`config.mk`:
```
export PLATFORM = sky130hd
export DESIGN_NAME = fractal_sync_mp_rx_flat
export DESIGN_NICKNAME = d
export VERILOG_FILES = /design/src/rtl/fractal_sync_mp_rx_if.sv /design/src/rtl/fractal_sync_mp_rx.sv /design/src/flat_wrapper.sv
export SDC_FILE = /design/constraint.sdc
export NUM_CORES = 1
export LEC_CHECK = 0
export CELL_PAD_IN_SITES_DETAIL_PLACEMENT = 0
export CELL_PAD_IN_SITES_GLOBAL_PLACEMENT = 1
export CORE_ASPECT_RATIO = 0.5
export CORE_UTILIZATION = 29
export CTS_CLUSTER_DIAMETER = 80
export DETAILED_ROUTE_END_ITERATION = 8
export GPL_TIMING_DRIVEN = 0
export PLACE_DENSITY_LB_ADDON = 0.1
export RECOVER_POWER = 100
export SKIP_LAST_GASP = 1
export SYNTH_ARGS = -nofsm -noshare
export SYNTH_HDL_FRONTEND = slang
export SYNTH_SLANG_ARGS = --single-unit
```
`constraint.sdc`:
```
create_clock -name clk_i -period 2.9 [get_ports clk_i]
set_input_delay 0.58 -clock clk_i [delete_from_list [all_inputs] [get_ports clk_i]]
set_output_delay 0.58 -clock clk_i [all_outputs]
set_load 0.1 [all_outputs]
```
`src/rtl/fractal_sync_mp_rx_if.sv`:
```
// Merged request channel from the multi-port rx datapath towards the parent tree level.
// The master drives valid and payload; the slave answers with ready.
interface fractal_sync_mp_rx_if #(
    parameter int unsigned N_PORTS = 2,
    parameter int unsigned AGGR_W  = 4,
    parameter int unsigned ID_W    = 8,
    parameter int unsigned SRC_W   = 2,
    localparam int unsigned PORT_W = (N_PORTS > 1) ? $clog2(N_PORTS) : 1
);
    logic              valid;
    logic              ready;
    logic [AGGR_W-2:0] aggr;
    logic [ID_W-1:0]   id;
    logic [SRC_W+1:0]  src;
    logic [PORT_W-1:0] port;

    modport master (output valid, aggr, id, src, port, input ready);
    modport slave  (input valid, aggr, id, src, port, output ready);
endinterface

```
`src/rtl/fractal_sync_mp_rx.sv`:
```
// Multi-port rx datapath: per-port sample, local/propagate filter, source tagging and FIFO,
// merged onto one valid/ready channel by a round-robin arbiter that holds its grant while stalled.
module fractal_sync_mp_rx #(
    parameter int unsigned N_PORTS    = 2,
    parameter int unsigned AGGR_W     = 4,
    parameter int unsigned ID_W       = 8,
    parameter int unsigned SRC_W      = 2,
    parameter bit          COMB_IN    = 1'b0,
    parameter int unsigned FIFO_DEPTH = 2,
    parameter logic [N_PORTS-1:0][1:0] SD_MASKS = {2'b10, 2'b01},
    localparam int unsigned PORT_W    = (N_PORTS > 1) ? $clog2(N_PORTS) : 1,
    localparam int unsigned LVL_W     = $clog2(FIFO_DEPTH + 1)
) (
    input  logic                        clk_i,
    input  logic                        rst_ni,
    input  logic [N_PORTS-1:0]          sync_i,
    input  logic [N_PORTS*AGGR_W-1:0]   aggr_i,
    input  logic [N_PORTS*ID_W-1:0]     id_i,
    input  logic [N_PORTS*SRC_W-1:0]    src_i,
    output logic [N_PORTS-1:0]          local_o,
    output logic [N_PORTS-1:0]          root_o,
    output logic [N_PORTS-1:0]          overflow_o,
    input  logic                        err_clr_i,
    output logic [N_PORTS*LVL_W-1:0]    level_o,
    fractal_sync_mp_rx_if.master        req_if
);

    localparam int unsigned PTR_W   = (FIFO_DEPTH > 1) ? $clog2(FIFO_DEPTH) : 1;
    localparam int unsigned ENTRY_W = (AGGR_W - 1) + ID_W + SRC_W + 2;

    if (N_PORTS < 1) begin : g_chk_ports
        $fatal(1, "fractal_sync_mp_rx: N_PORTS must be >= 1");
    end
    if (AGGR_W < 2) begin : g_chk_aggr
        $fatal(1, "fractal_sync_mp_rx: AGGR_W must be >= 2");
    end
    if (FIFO_DEPTH < 1) begin : g_chk_depth
        $fatal(1, "fractal_sync_mp_rx: FIFO_DEPTH must be >= 1");
    end

    logic [N_PORTS-1:0][AGGR_W-1:0]  aggr_in;
    logic [N_PORTS-1:0][ID_W-1:0]    id_in;
    logic [N_PORTS-1:0][SRC_W-1:0]   src_in;
    logic [N_PORTS-1:0]              s_sync;
    logic [N_PORTS-1:0][AGGR_W-1:0]  s_aggr;
    logic [N_PORTS-1:0][ID_W-1:0]    s_id;
    logic [N_PORTS-1:0][SRC_W-1:0]   s_src;

    assign aggr_in = aggr_i;
    assign id_in   = id_i;
    assign src_in  = src_i;

    if (COMB_IN) begin : g_comb_in
        assign s_sync = sync_i;
        assign s_aggr = aggr_in;
        assign s_id   = id_in;
        assign s_src  = src_in;
    end else begin : g_reg_in
        logic [N_PORTS-1:0]             sync_q;
        logic [N_PORTS-1:0][AGGR_W-1:0] aggr_q;
        logic [N_PORTS-1:0][ID_W-1:0]   id_q;
        logic [N_PORTS-1:0][SRC_W-1:0]  src_q;

        // sync is a one-cycle pulse, so the stage reloads every cycle rather than holding
        always_ff @(posedge clk_i or negedge rst_ni) begin
            if (!rst_ni) begin
                sync_q <= '0;
                aggr_q <= '0;
                id_q   <= '0;
                src_q  <= '0;
            end else begin
                sync_q <= sync_i;
                aggr_q <= aggr_in;
                id_q   <= id_in;
                src_q  <= src_in;
            end
        end

        assign s_sync = sync_q;
        assign s_aggr = aggr_q;
        assign s_id   = id_q;
        assign s_src  = src_q;
    end

    logic [N_PORTS-1:0]              push;
    logic [N_PORTS-1:0]              push_ok;
    logic [N_PORTS-1:0]              pop;
    logic [N_PORTS-1:0]              ovf_set;
    logic [N_PORTS-1:0]              nonempty;
    logic [N_PORTS-1:0][ENTRY_W-1:0] entry;
    logic [N_PORTS-1:0][ENTRY_W-1:0] head;
    logic [N_PORTS-1:0]              overflow_q;

    for (genvar p = 0; p < N_PORTS; p++) begin : g_port
        logic [ENTRY_W-1:0] mem_q [FIFO_DEPTH];
        logic [PTR_W-1:0]   wr_q;
        logic [PTR_W-1:0]   rd_q;
        logic [LVL_W-1:0]   cnt_q;
        logic               full;

        assign local_o[p] = s_sync[p] & s_aggr[p][0];
        assign root_o[p]  = s_sync[p] & (s_aggr[p] == AGGR_W'(1));
        assign push[p]    = s_sync[p] & ~s_aggr[p][0];
        assign entry[p]   = {s_aggr[p][AGGR_W-1:1], s_id[p], s_src[p], SD_MASKS[p]};

        // A full FIFO still accepts a push when the same cycle pops it
        assign full       = (cnt_q == LVL_W'(FIFO_DEPTH));
        assign push_ok[p] = push[p] & (~full | pop[p]);
        assign ovf_set[p] = push[p] & full & ~pop[p];

        always_ff @(posedge clk_i or negedge rst_ni) begin
            if (!rst_ni) begin
                for (int unsigned i = 0; i < FIFO_DEPTH; i++) begin
                    mem_q[i] <= '0;
                end
                wr_q  <= '0;
                rd_q  <= '0;
                cnt_q <= '0;
            end else begin
                if (push_ok[p]) begin
                    mem_q[wr_q] <= entry[p];
                    wr_q        <= (wr_q == PTR_W'(FIFO_DEPTH - 1)) ? '0 : wr_q + PTR_W'(1);
                end
                if (pop[p]) begin
                    rd_q <= (rd_q == PTR_W'(FIFO_DEPTH - 1)) ? '0 : rd_q + PTR_W'(1);
                end
                cnt_q <= cnt_q + LVL_W'(push_ok[p]) - LVL_W'(pop[p]);
            end
        end

        assign head[p]     = mem_q[rd_q];
        assign nonempty[p] = (cnt_q != '0);
        assign level_o[p*LVL_W +: LVL_W] = cnt_q;
    end

    // Set takes priority over a coincident clear so no overflow event is lost
    always_ff @(posedge clk_i or negedge rst_ni) begin
        if (!rst_ni) begin
            overflow_q <= '0;
        end else begin
            overflow_q <= ovf_set | (overflow_q & ~{N_PORTS{err_clr_i}});
        end
    end

    assign overflow_o = overflow_q;

    logic [PORT_W-1:0]  rr_q;
    logic [PORT_W-1:0]  grant_q;
    logic               lock_q;
    logic [PORT_W-1:0]  arb_grant;
    logic [PORT_W-1:0]  arb_idx;
    logic               arb_found;
    logic [PORT_W-1:0]  grant;
    logic               req_valid;
    logic               hs;
    logic [ENTRY_W-1:0] head_sel;

    always_comb begin
        arb_grant = rr_q;
        arb_found = 1'b0;
        arb_idx   = '0;
        for (int unsigned i = 0; i < N_PORTS; i++) begin
            arb_idx = PORT_W'((32'(rr_q) + i) % N_PORTS);
            if (!arb_found && nonempty[arb_idx]) begin
                arb_found = 1'b1;
                arb_grant = arb_idx;
            end
        end
    end

    assign req_valid = |nonempty;
    assign grant     = lock_q ? grant_q : arb_grant;
    assign hs        = req_valid & req_if.ready;

    always_comb begin
        pop = '0;
        for (int unsigned p = 0; p < N_PORTS; p++) begin
            pop[p] = hs && (grant == PORT_W'(p));
        end
    end

    // A stalled grant is frozen so the payload stays stable until the parent accepts it
    always_ff @(posedge clk_i or negedge rst_ni) begin
        if (!rst_ni) begin
            rr_q    <= '0;
            grant_q <= '0;
            lock_q  <= 1'b0;
        end else begin
            lock_q  <= req_valid & ~req_if.ready;
            grant_q <= grant;
            if (hs) begin
                rr_q <= (grant == PORT_W'(N_PORTS - 1)) ? '0 : grant + PORT_W'(1);
            end
        end
    end

    assign head_sel     = head[grant];
    assign req_if.valid = req_valid;
    assign req_if.aggr  = head_sel[ENTRY_W-1 -: AGGR_W-1];
    assign req_if.id    = head_sel[SRC_W+2 +: ID_W];
    assign req_if.src   = head_sel[SRC_W+1:0];
    assign req_if.port  = grant;

endmodule
```
`src/flat_wrapper.sv`:
```
// flat-port wrapper written by rule: the top's interface ports become plain ports
module fractal_sync_mp_rx_flat 
#(
    parameter int unsigned N_PORTS    = 2,
    parameter int unsigned AGGR_W     = 4,
    parameter int unsigned ID_W       = 8,
    parameter int unsigned SRC_W      = 2,
    parameter bit          COMB_IN    = 1'b0,
    parameter int unsigned FIFO_DEPTH = 2,
    parameter logic [N_PORTS-1:0][1:0] SD_MASKS = {2'b10, 2'b01},
    localparam int unsigned PORT_W    = (N_PORTS > 1) ? $clog2(N_PORTS) : 1,
    localparam int unsigned LVL_W     = $clog2(FIFO_DEPTH + 1)
)
  (clk_i, rst_ni, sync_i, aggr_i, id_i, src_i, local_o, root_o, overflow_o, err_clr_i, level_o, req_if_valid, req_if_aggr, req_if_id, req_if_src, req_if_port, req_if_ready);
  fractal_sync_mp_rx_if #(.N_PORTS(N_PORTS), .AGGR_W(AGGR_W), .ID_W(ID_W), .SRC_W(SRC_W)) req_if_i ();
  input  logic clk_i;
  input  logic rst_ni;
  input  logic [N_PORTS-1:0] sync_i;
  input  logic [N_PORTS*AGGR_W-1:0] aggr_i;
  input  logic [N_PORTS*ID_W-1:0] id_i;
  input  logic [N_PORTS*SRC_W-1:0] src_i;
  output logic [N_PORTS-1:0] local_o;
  output logic [N_PORTS-1:0] root_o;
  output logic [N_PORTS-1:0] overflow_o;
  input  logic err_clr_i;
  output logic [N_PORTS*LVL_W-1:0] level_o;
  output wire logic [$bits(req_if_i.valid)-1:0] req_if_valid;
  output wire logic [$bits(req_if_i.aggr)-1:0] req_if_aggr;
  output wire logic [$bits(req_if_i.id)-1:0] req_if_id;
  output wire logic [$bits(req_if_i.src)-1:0] req_if_src;
  output wire logic [$bits(req_if_i.port)-1:0] req_if_port;
  input wire logic [$bits(req_if_i.ready)-1:0] req_if_ready;
  assign req_if_valid = req_if_i.valid;
  assign req_if_aggr = req_if_i.aggr;
  assign req_if_id = req_if_i.id;
  assign req_if_src = req_if_i.src;
  assign req_if_port = req_if_i.port;
  assign req_if_i.ready = req_if_ready;
  fractal_sync_mp_rx #(.N_PORTS(N_PORTS), .AGGR_W(AGGR_W), .ID_W(ID_W), .SRC_W(SRC_W), .COMB_IN(COMB_IN), .FIFO_DEPTH(FIFO_DEPTH), .SD_MASKS(SD_MASKS)) u_core (.clk_i(clk_i), .rst_ni(rst_ni), .sync_i(sync_i), .aggr_i(aggr_i), .id_i(id_i), .src_i(src_i), .local_o(local_o), .root_o(root_o), .overflow_o(overflow_o), .err_clr_i(err_clr_i), .level_o(level_o), .req_if(req_if_i));
endmodule
```
==> results of run 1 <==
## sequential cells by signal, indices dropped and copies added, names as in the netlist
register / count
u_core.g_port.mem_q: 56
u_core.entry: 26
u_core.g_port.cnt_q: 4
u_core.g_port.rd_q: 2
u_core.lock_q: 1
u_core.g_reg_in.sync_q: 2
u_core.grant_q: 1
u_core.g_port.wr_q: 2
u_core.rr_q: 1
u_core.g_reg_in.aggr_q: 2
u_core.overflow_o: 2
## Yosys cell counts, drive strengths merged
cell    number  area (um2)
dfrtp       99        2480
mux2        52         619
a21oi       15        78.8
mux2i       15         150
nor2b       15        93.8
a211oi      13        97.6
buf          9        65.1
nor2         8        30.0
xnor2        7        61.3
inv          6        22.5
clkbuf       4        15.0
ha           4        50.1
nand2        4        15.0
nand2b       4        25.0
or2          4        25.0
and2         3        18.8
nor4b        2        17.5
o21bai       2        15.0
o41ai        2        17.5
a21boi       1        11.3
and3         1        11.3
maj3         1        11.3
nand3b       1        11.3
nor3         1        5.00
o21ai        1        8.76
o21ba        1        10.0
o22ai        1        6.26
o311ai       1        26.3
o41a         1        11.3
xor2         1        8.76
## worst paths after layout
kind                                                   end                       start  slack (ns)  depth (start not counted)
worst max-delay path                          req_if_id[4]   u_core.g_port[1].cnt_q[1]       -0.01                          8
worst min-delay path                      u_core.entry[25]                      rst_ni        0.45                          1
worst max register to register  u_core.g_port[0].mem_q[24]   u_core.g_port[1].cnt_q[1]        0.42                          7
worst min register to register  u_core.g_port[0].mem_q[15]  u_core.g_port[0].mem_q[15]        0.47                          1
max in group asynchronous        u_core.g_port[1].cnt_q[0]                      rst_ni        1.58                          2
min in group clk_i              u_core.g_port[0].mem_q[15]  u_core.g_port[0].mem_q[15]        0.47                          1
## routing by layer
metal	global-route usage [%]	wire length (um)	up-vias
li1	-	-	1131
met1	18.4	4460	1241
met2	21.1	4050	40
met3	4.29	328	8
met4	3.47	74	0
met5	0	0	-
## area by class of cell
class	instances	area, um2	area share (%)
tap	170	213	3.79
clock inverter	3	43.8	0.780
buffer	12	111	1.98
multi-input combinational	161	1620	28.8
inverter	6	26.3	0.468
timing repair buffer	71	837	14.9
clock buffer	13	280	4.99
sequential	99	2490	44.3
## layout by cell type, fill, tap and decap left out, drive strengths merged, types with 2 or more instances in the layout
cell type,n
dfrtp,99
mux2,52
buf,36
dlygate4sd3,30
clkbuf,17
nor2b,15
mux2i,15
a21oi,15
a211oi,13
clkdlybuf4s50,11
nor2,8
xnor2,7
inv,5
nand2,4
nand2b,4
ha,4
or2,4
and2,3
o41ai,2
nor4b,2
dlymetal6s2s,2
o21bai,2
clkinv,2
## logic make-up (layout without fill, tap and decap cells)
family          count (synthesis)  count (layout)
compound gates                 38              38
xor+xnor                        8               8
fa+ha+maj                       5               5
buf+inv                        19             105
flops                          99              99
mux                            67              67
simple gates                   43              43
## repair_timing
| item | CTS | global route |
|---|---|---|
| buffers inserted | 7 | 2 |
| pin swaps | 4 | 6 |
| setup endpoints to repair | 16 | 18 |
| resized for setup | 150 | 14 |
| endpoints found under the hold margin | 0 | 0 |
| gates cloned | 2 | 0 |
## metrics by stage
stage	setup slack [ns]	std cells	hold slack [ns]	instance area (um2)	utilization (%)
final	-0.0150	535	0.451	5620	43.0
after global routing	-0.104	535	0.475	5620	43.0
after CTS	-0.0444	534	0.252	5550	42.5
after detailed placement	-1.01	510	0.453	4970	38.1
after global placement	-3.06	509	0.448	4950	37.9
after floorplan	-0.497	279	0.284	4140	-
## worst max-delay path: stages, from the launching register on
cell and delay, ns:
dfrtp_4 0.47, or2_4 0.25, maj3_2 0.34, o21bai_4 0.16, buf_6 0.16, buf_12 0.14
a211oi_4 0.04, a21oi_2 0.22, buf_12 0.21
==> summary.md, run 1 <==
| Metric | Value |
|---|---|
| CTS tree | `yes` |
| Final min period | `a little under 3 ns` |
| Antenna diodes | `0` |
| Least-Margin Pin Slew | `roughly 1.1 ns` |
| Vias per inst | `approximately 4.5` |
| Syn-to-layout area delta | `39.8%` |
| RSZ-0062 raised after global routing | `true` |
| Routability cong. | `0.743` |
| Synth Area in XOR/XNOR | `under 10%` |
| Max Fclk | `about 340 MHz` |
| Share of layout cells above drive strength 1 | `41.1%` |
| Clock Latency Late Sink | `approximately 0.34 ns` |
| Setup TNS | `-0.0287 ns` |
| Gate Count Post-Synth | `279` |
| Post-synthesis mux area share | `about a fifth` |
| Total gr overflow | `0` |
| Largest net degree at the start of global routing | `57` |
| Die H | `approximately 85 um` |
| PortBufs | `60` |
| Adder-cell share of the synthesized area | `1.53%` |
| Fin nets | `between 300 and 400` |
| DRC errors left | `0` |
| Drt wl/cell | `16.7 um` |
| Worst-path fanout max | `5` |
| Global-route wire length before repair | `between 10000 and 15000 um` |
| Vias in the first global route | `between 2000 and 3000` |
| Final wirelength | `between 8000 and 9000 um` |
| Worst path arrival time | `approximately 2.3 ns` |
| Syn_nets | `~320` |
| Total core area | `roughly 13000 um2` |
| Final Skew | `about 0.0066 ns` |
| CTS Buffer Depth | `2` |
| Final ANT Viol Nets | `0` |
| Final Hold Viols | `0` |
| Fin. max-slew vios | `0` |
| Hold Crit Class | `input port to asynchronous set/reset pin` |
| CTS Buf Count | `9` |
| Status | `complete, but fails checks` |
| Cell Area, Synth | `4020 um2` |
| Critical path startpoint category | `flop` |
| Total die area | `about 14000 um2` |
| Largest family of logic cells by synthesized area | `multiplexers` |
| Setup CP Type | `flop to output pin` |
| Initial antenna violation count | `0` |
| Mean post-synth cell area | `roughly 14 um2` |
| Violated checks | `setup timing` |
| Yosys synthesis warning count | `0` |
| Worst-path clk slew | `0.07 ns` |
| Max Cap Viol | `0` |
| Drt pass-1 iters | `4` |
| Required @ worst endpoint | `about 2.3 ns` |
| Simple-gate portion of the synthesized area | `about 6.3%` |
| Final worst path period share | `101%` |
| Initial cell density of the core | `between 30% and 40%` |
| Final worst slack | `-0.0150 ns` |
| CTS Root Cell | `clkbuf_16` |
| CP Capture Type | `output pin` |
| Drt initial violations | `101` |
| Setup violators final | `3` |
| Synth unique cells | `35` |
| Compound-Gate Fraction of Synth Area | `approximately 7.0%` |
| # clock sinks | `just under 100` |
| Sequential share of the synthesized area | `slightly above 60%` |
| Flops & latches, synth | `99` |
| Total GRT Usage | `~14%` |
| Core Rows | `29` |
| Die X | `about 170 um` |
| Fillers | `roughly 1200` |
| Routed via count | `between 2000 and 2500` |
| Max-slew headroom | `a little under a quarter` |
| DP HPWL | `6170 um` |
| Cts hold-fix bufs | `0` |
| H-tree depth | `3` |
| Number of I/O pins | `61` |
Power of run 1 is left out: the tool's default activity adds up to more than one toggle a clock period on the data nets, which glitch-free logic cannot reach.
==> run 2: changes to the inputs <==
Settings changed: ABC_AREA from default to 0.
==> results of run 2 <==
The final DEF is identical to that of run 1; final timing and power are the same.
Power of run 2 is left out for the same reason.
